===== config.mk =====
export PLATFORM = sky130hd
export DESIGN_NAME = fb_frame_scheduler
export DESIGN_NICKNAME = d
export VERILOG_FILES = /design/src/rtl/fb_frame_scheduler.sv
export SDC_FILE = /design/constraint.sdc
export NUM_CORES = 1
export LEC_CHECK = 0
export ABC_AREA = 1
export BUFFER_PORTS_ARGS = -buffer_cell sky130_fd_sc_hd__buf_4
export CAP_MARGIN = 40
export CORE_ASPECT_RATIO = 0.8
export CORE_UTILIZATION = 44
export DETAILED_ROUTE_END_ITERATION = 8
export PLACE_DENSITY = 0.71
export SLEW_MARGIN = 20
export SYNTH_ARGS = -nofsm -noshare
export SYNTH_HDL_FRONTEND = slang
export SYNTH_SLANG_ARGS = --single-unit

===== constraint.sdc =====
create_clock -name clk -period 2.4 [get_ports clk]
set_clock_uncertainty 0.2 [all_clocks]
set_input_delay 0.12 -clock clk [delete_from_list [all_inputs] [get_ports clk]]
set_output_delay 0.12 -clock clk [all_outputs]
set_load 0.02 [all_outputs]

===== src/rtl/fb_frame_scheduler.sv =====
`default_nettype none
// ------------------------------------------------------------------
// fb_frame_scheduler : clear / draw / vblank-gated swap sequencer
// for a double-buffered frame buffer.                 Revision 1.0
// ------------------------------------------------------------------
module fb_frame_scheduler #(
  parameter int H_RES  = 640,
  parameter int V_RES  = 480,
  parameter int ADDR_W = 19,
  parameter int DATA_W = 9
) (
  input  logic              clk,
  input  logic              rst,
  input  logic              vblank,
  input  logic [DATA_W-1:0] bg_color,
  input  logic              rd_valid,
  input  logic [ADDR_W-1:0] rd_addr,
  input  logic [DATA_W-1:0] rd_data,
  input  logic              rd_done,
  output logic              rd_ready,
  output logic              frame_start,
  output logic              fb_we,
  output logic [ADDR_W-1:0] fb_addr,
  output logic [DATA_W-1:0] fb_data,
  output logic              front_sel,
  output logic              swap,
  output logic [7:0]        frame_cnt,
  output logic              oob_err
);

  localparam int                N_PIX      = H_RES * V_RES;
  localparam int                AW1        = ADDR_W + 1;
  // One extra bit so a full 2^ADDR_W frame size is still representable.
  localparam logic [ADDR_W:0]   FRAME_SIZE = AW1'(N_PIX);
  localparam logic [ADDR_W-1:0] LAST_ADDR  = ADDR_W'(N_PIX - 1);

  typedef enum logic [1:0] {
    ST_CLEAR   = 2'd0,
    ST_DRAW    = 2'd1,
    ST_WAIT_VB = 2'd2,
    ST_SWAP    = 2'd3
  } state_t;

  state_t              state_q,       state_d;
  logic [ADDR_W-1:0]   clr_cnt_q,     clr_cnt_d;
  logic [DATA_W-1:0]   bg_q,          bg_d;
  logic                fb_we_q,       fb_we_d;
  logic [ADDR_W-1:0]   fb_addr_q,     fb_addr_d;
  logic [DATA_W-1:0]   fb_data_q,     fb_data_d;
  logic                rd_ready_q,    rd_ready_d;
  logic                frame_start_q, frame_start_d;
  logic                swap_q,        swap_d;
  logic                front_sel_q,   front_sel_d;
  logic [7:0]          frame_cnt_q,   frame_cnt_d;
  logic                oob_err_q,     oob_err_d;

  logic                accept;
  logic                in_range;

  assign accept   = rd_valid & rd_ready_q;
  assign in_range = ({1'b0, rd_addr} < FRAME_SIZE);

  always_comb begin
    state_d       = state_q;
    clr_cnt_d     = clr_cnt_q;
    bg_d          = bg_q;
    fb_we_d       = 1'b0;
    fb_addr_d     = fb_addr_q;
    fb_data_d     = fb_data_q;
    rd_ready_d    = 1'b0;
    frame_start_d = 1'b0;
    swap_d        = 1'b0;
    front_sel_d   = front_sel_q;
    frame_cnt_d   = frame_cnt_q;
    oob_err_d     = oob_err_q;

    case (state_q)
      ST_CLEAR: begin
        fb_we_d   = 1'b1;
        fb_addr_d = clr_cnt_q;
        fb_data_d = bg_q;
        if (clr_cnt_q == LAST_ADDR) begin
          clr_cnt_d = '0;
          state_d   = ST_DRAW;
        end else begin
          clr_cnt_d = clr_cnt_q + ADDR_W'(1);
        end
      end
      ST_DRAW: begin
        // First DRAW cycle only raises the grant; frame_start marks that edge.
        rd_ready_d    = 1'b1;
        frame_start_d = ~rd_ready_q;
        if (accept) begin
          if (in_range) begin
            fb_we_d   = 1'b1;
            fb_addr_d = rd_addr;
            fb_data_d = rd_data;
          end else begin
            oob_err_d = 1'b1;
          end
        end
        if (rd_ready_q && rd_done) begin
          rd_ready_d = 1'b0;
          state_d    = ST_WAIT_VB;
        end
      end
      ST_WAIT_VB: begin
        if (vblank) begin
          state_d = ST_SWAP;
        end
      end
      ST_SWAP: begin
        swap_d      = 1'b1;
        front_sel_d = ~front_sel_q;
        frame_cnt_d = frame_cnt_q + 8'd1;
        bg_d        = bg_color;
        state_d     = ST_CLEAR;
      end
      default: state_d = ST_CLEAR;
    endcase
  end

  always_ff @(posedge clk) begin
    if (rst) begin
      state_q       <= ST_CLEAR;
      clr_cnt_q     <= '0;
      bg_q          <= bg_color;
      fb_we_q       <= 1'b0;
      fb_addr_q     <= '0;
      fb_data_q     <= '0;
      rd_ready_q    <= 1'b0;
      frame_start_q <= 1'b0;
      swap_q        <= 1'b0;
      front_sel_q   <= 1'b0;
      frame_cnt_q   <= 8'd0;
      oob_err_q     <= 1'b0;
    end else begin
      state_q       <= state_d;
      clr_cnt_q     <= clr_cnt_d;
      bg_q          <= bg_d;
      fb_we_q       <= fb_we_d;
      fb_addr_q     <= fb_addr_d;
      fb_data_q     <= fb_data_d;
      rd_ready_q    <= rd_ready_d;
      frame_start_q <= frame_start_d;
      swap_q        <= swap_d;
      front_sel_q   <= front_sel_d;
      frame_cnt_q   <= frame_cnt_d;
      oob_err_q     <= oob_err_d;
    end
  end

  assign rd_ready    = rd_ready_q;
  assign frame_start = frame_start_q;
  assign fb_we       = fb_we_q;
  assign fb_addr     = fb_addr_q;
  assign fb_data     = fb_data_q;
  assign front_sel   = front_sel_q;
  assign swap        = swap_q;
  assign frame_cnt   = frame_cnt_q;
  assign oob_err     = oob_err_q;

endmodule
`default_nettype wire


======== Yosys cells after proc, flatten, opt, wreduce, memory -nomap -nowiden ========
Cells that the tools add are included.
word-level totals
  flip-flop bits (word level) ............. 72
  bits in latches ......................... 0
  bits in writable memories ............... 0
  bits in read-only memories .............. 0
  input bits .............................. 42
  output and inout port bits .............. 42
  memories ................................ 0
cells by class
  add/subtract/negate cells ............... 2
  multiply operators ...................... 0
  div/mod/pow operators ................... 0
  $lt $le $gt $ge ......................... 1
  eq/ne operators ......................... 9
  shifts and indexed selects .............. 0
  mux-type cells .......................... 18
  bitwise gates (word level) .............. 5
  reduce and logical (&&, ||, !) cells .... 8
operators with widths
  cell                                                             number
  19-bit 2-to-1 mux                                                3
  19-bit case mux with 2 select lines                              1
  9-bit 2-to-1 mux                                                 4
  19-bit by 1-bit adder with 19-bit output, second input constant  1
  19-bit == test, second input constant                            1
  19-bit < comparator, second input constant                       1
  9-bit case mux with 2 select lines                               1
  2-bit inequality test, second input constant                     5
  3-bit AND reduction                                              3
  8-bit by 1-bit adder with 8-bit output, second input constant    1
  2-bit case mux with 4 select lines                               1
  2-bit 2-to-1 mux                                                 3
  2-bit == test, second input constant                             2
  1-bit 2-to-1 mux                                                 4
  1-bit NOT                                                        4
  2-bit nonzero test                                               2
  2-bit by 1-bit == test with 1-bit output, second input constant  1
  2-bit logical NOT                                                1
  1-bit case mux with 2 select lines                               1
  2-bit OR reduction                                               1
  1-bit bitwise AND                                                1
  1-bit logical AND                                                1

======== Longest topological paths before layout ========
  depth in word-level cells ............... 4
  mapped depth ............................ 11
  depth with buffers taken out ............ 10

======== Least setup slack after synthesis ========
No wires, ideal clock.
  path type ............................... register -> register
  start ................................... register state_q[1]
  end ..................................... register fb_addr_q[0] (netlist: fb_addr[0])
  library setup time ...................... 115 ps
  arrival time ............................ 1370 ps
  data required time ...................... 2085 ps
  slack ................................... 715 ps
  cell stages (with the launch flop) ...... 10
  path buffers ............................ 3
  period minus slack after synthesis ...... 1685 ps
  cells stage by stage .................... dfxtp_1 inv_1 ha_1 buf_4 inv_4 nand2_1 buf_2 buf_2 a21oi_1 nor2_1
between the ends
  word-level cells in the longest chain between the ends .. 3
RTL lines
  element                                                                               line  text
  from (decl)                                                                           44    state_t state_q, state_d;
  from (signal assigned)                                                                138   state_q <= state_d;
  2-bit by 1-bit == test with 1-bit output / 2-bit logical NOT (equally long branches)  77    case (state_q)
  2-bit inequality test (no line) / 2-bit nonzero test (equally long branches)          n/a
  3-bit AND reduction (no line)                                                         n/a
  to (signal assigned)                                                                  142   fb_addr_q <= fb_addr_d;
  to (decl)                                                                             48    logic [ADDR_W-1:0] fb_addr_q, fb_addr_d;
Parallel ways exist; a longest one is shown, timed or not.
A chain may end at the register's enable or synchronous reset.

======== Worst setup path in the final report ========
  start ................................... register state_q[1]
  end ..................................... register fb_addr_q[5] (netlist: fb_addr[5])
Same word-level chain as after synthesis.

==> reports/results.tsv <==
stage	metric	value	unit
outcome	status	finished, final reports clean	
routing	post-route-drc-count	0	
grt	grt_pass1_vias	3441	
clock_network	cts_buffer_depth	2	
clock_network	postCtsResizedCells	0	
yosys	synth_top_area_share	35.0	%
yosys	ys.flop_type	dfxtp_1	
placement	finalWeightedCongestion	0.875	
yosys	synth_xor_area_share	1.95	%
clock_network	cts_htree_levels	3	
floorplan	fp.dieH	82.9	um
floorplan	die-area	0.00855	mm2
yosys	ys_top_cells_by_area	dfxtp_1 (35%), nand2_1 (15%), nor2_1 (8.2%)	
placement	place_inst	682	
timing	min_period	2.03	ns
yosys	synth_fa_ha_area_share	2.09	%
job	drv_cap	0	
power	p_comb_share	49.5	%
grt	antenna_found_initial	0	
setup_path	cp.arrival	2.07	ns
timing	relSlewSlack	67.3	%
setup_path	path_cells	inv_1, ha_1, inv_4, nor2_4, nand3_2, buf_12, a21oi_1, nor2_1	
yosys	syn-num-nets	561	
finish	drive_gt1_share	18.2	%
routing	drt_iter0_drc	264	
timing	setup_tns	0	ns
clock_network	cts_made_buffers	9	
grt	gr-total-overflow	0	
timing	max_freq	494	MHz
setup_path	slowest_delay	0.34	ns
finish	instances_no_fill	735	
yosys	synthSimpleGateAreaFrac	36.4	%
yosys	synth-seq-cells	72	
power	p_switching	2.21	mW
routing	first_pass_iters	5	
power	leakage	2.09	nW
power	seqPwrFrac	31.3	%
finish	mostFrequentLayoutCells	nand2_1 (146), buf_4 (87), nor2_1 (79), dfxtp_1 (63), a21oi_1 (45)	
power	vdd_drop_max	616	uV
grt	grt_util_all_layers	24.5	%
placement	dp_hpwl	6670	um
power	p_int	3.17	mW
placement	pre_cts_ws	0.395	ns
yosys	syn_area	0.00360	mm2
setup_path	critPathKind	reg -> reg	
clock_network	root_buffer	clkbuf_8	
power	power_density	1100	mW/mm2
routing	wl	9940	um
power	switching_share	41.1	%
timing	maxSlewViolCount	0	
worst_hold_path	hold_path_class	in -> reg	
finish	fin_nets	670	
setup_path	startpoint_type	flop	
yosys	synthArstFlopShare	0	%
timing	period_share	84.4	%
clock_network	cts_tree	done	
setup_path	cp_top_family	buffers and inverters	
timing	finalSetupViolations	0	
setup_path	end_kind	flop	
yosys	synth_top_family_by_area	simple AND/OR/NAND/NOR gates	
setup_path	crit_buf_inv	3	
clock_network	clkSlewWorstSetupHoldPaths	0.07	ns
setup_path	cp_max_fo	42	
finish	nFillCells	732	
timing	hold_violations	0	
finish	diodes	0	
yosys	avgSynthCellArea	7.02	um2
routing	vias_per_cell	4.97	
clock_network	cts.sinks	72	
yosys	synth-compound-area-share	9.42	%
placement	post_dp_cell_area	0.00429	mm2
setup_path	cp_slowest_cell	dfxtp_1	
finish	finish.utilization	61.4	%
timing	worst_slack	0.374	ns
setup_path	rrSetupSlack	0.37	ns
grt	grt_max_degree	44	
timing	rsz0062_at_grt	false	
placement	numPortBuffers	83	
yosys	ys_types	30	
power	clkPwrFrac	19.2	%
power	p_total	5.39	mW
setup_path	cp-startpoint	state_q[1]	
yosys	yosysSeqAreaShare	42.5	%
worst_hold_path	worstHoldStart	rd_addr[14]	
setup_path	worstPathRequired	2.44	ns
finish	final_common_cell	nand2_1	
yosys	synth_edf_count	9	
timing	worst-slew-pin-transition	0.490	ns
timing	holdWs	0.0111	ns
routing	ant_nets	0	
routing	wl_per_cell	13.5	um
yosys	yosys.area.top_type	dfxtp_1	
yosys	netlist_instances	513	
floorplan	die_width	103	um
yosys	yosysWarnings	0	
clock_network	clkLatencyLatePin	0.36	ns
finish	final_cell_area	0.00488	mm2
floorplan	rows	29	
routing	vias	3656	
floorplan	ios	84	
floorplan	start_util	45.3	%
grt	grt_pass1_wl	16100	um
yosys	synth_mux_area_share	0	%
setup_path	r2r-start	state_q[1]	
floorplan	core	0.00795	mm2
finish	area_growth	35.5	%
[path summary, 6_finish.rpt]
path              cells past startpoint       endpoint
setup / recovery                      8     fb_addr[5]
hold / removal                        5    fb_addr[14]
setup reg to reg                      8     fb_addr[5]
hold reg to reg                       3  clr_cnt_q[17]
[power by group through the flow]
stage	clock, mW	sequential, mW	combinational, mW
5_1_grt	1.10	1.72	2.99
3_3_place_gp	0	1.69	2.54
3_5_place_dp	0	1.70	2.60
4_1_cts	1.05	1.68	2.66
6_report	1.04	1.69	2.67
2_1_floorplan	0	1.95	1.55
[worst reg2reg max path, cell delays in order (launching register included)]
cell	delay, ns
dfxtp_1	0.34
inv_1	0.08
ha_1	0.21
inv_4	0.12
nor2_4	0.13
nand3_2	0.29
buf_12	0.30
a21oi_1	0.18
nor2_1	0.07
[synth_stat cells, types with 6 or more instances]
library cell  number
nor2_1            79
edfxtp_1           9
nand2_1          147
nand4_1            7
dfxtp_1           63
clkbuf_1          10
nor3_1             7
o21ai_0           18
inv_1             34
ha_1               6
xor2_1             7
nand3_1           18
buf_2             13
nand3b_1          28
a21oi_1           45
[sequential cells by signal, indices dropped and copies added, names as in the netlist]
register,cells
rd_ready,1
frame_cnt,8
fb_we,1
swap,1
fb_addr,19
clr_cnt_q,19
bg_q,9
fb_data,9
frame_start,1
state_q,2
front_sel,1
oob_err,1
[logic make-up (layout without fill, tap and decap cells)]
logic type      count (synthesis)  count (layout)
compound gates                 67              67
xor+xnor                        8               8
fa+ha+maj                       6               6
buf+inv                        63             177
flops                          72              72
simple gates                  297             297
[final cells by class]
cell class              count  area (um2)  share of cell area [%]
well taps                 108         135                    2.77
multi-input cells         378        1800                    36.8
flip-flops and latches     72        1530                    31.4
clock buffers              12         166                    3.41
inverters                  35         134                    2.74
clock inverters             4        50.0                    1.03
repair buffers            126        1060                    21.8
[routing by layer]
metal	global-route usage [%]	up-vias	share of wire, %
li1	-	1863	-
met1	31.4	1663	46
met2	40.2	115	47
met3	6.31	15	6.2
met4	7.17	0	1.4
met5	0	-	0
[timing repair]
action | CTS | global route
hold buffers | 37 | 0
endpoints found under the hold margin | 55 | 0
setup buffers | 0 | 0
No activity file was read; power rests on OpenSTA's default activity.
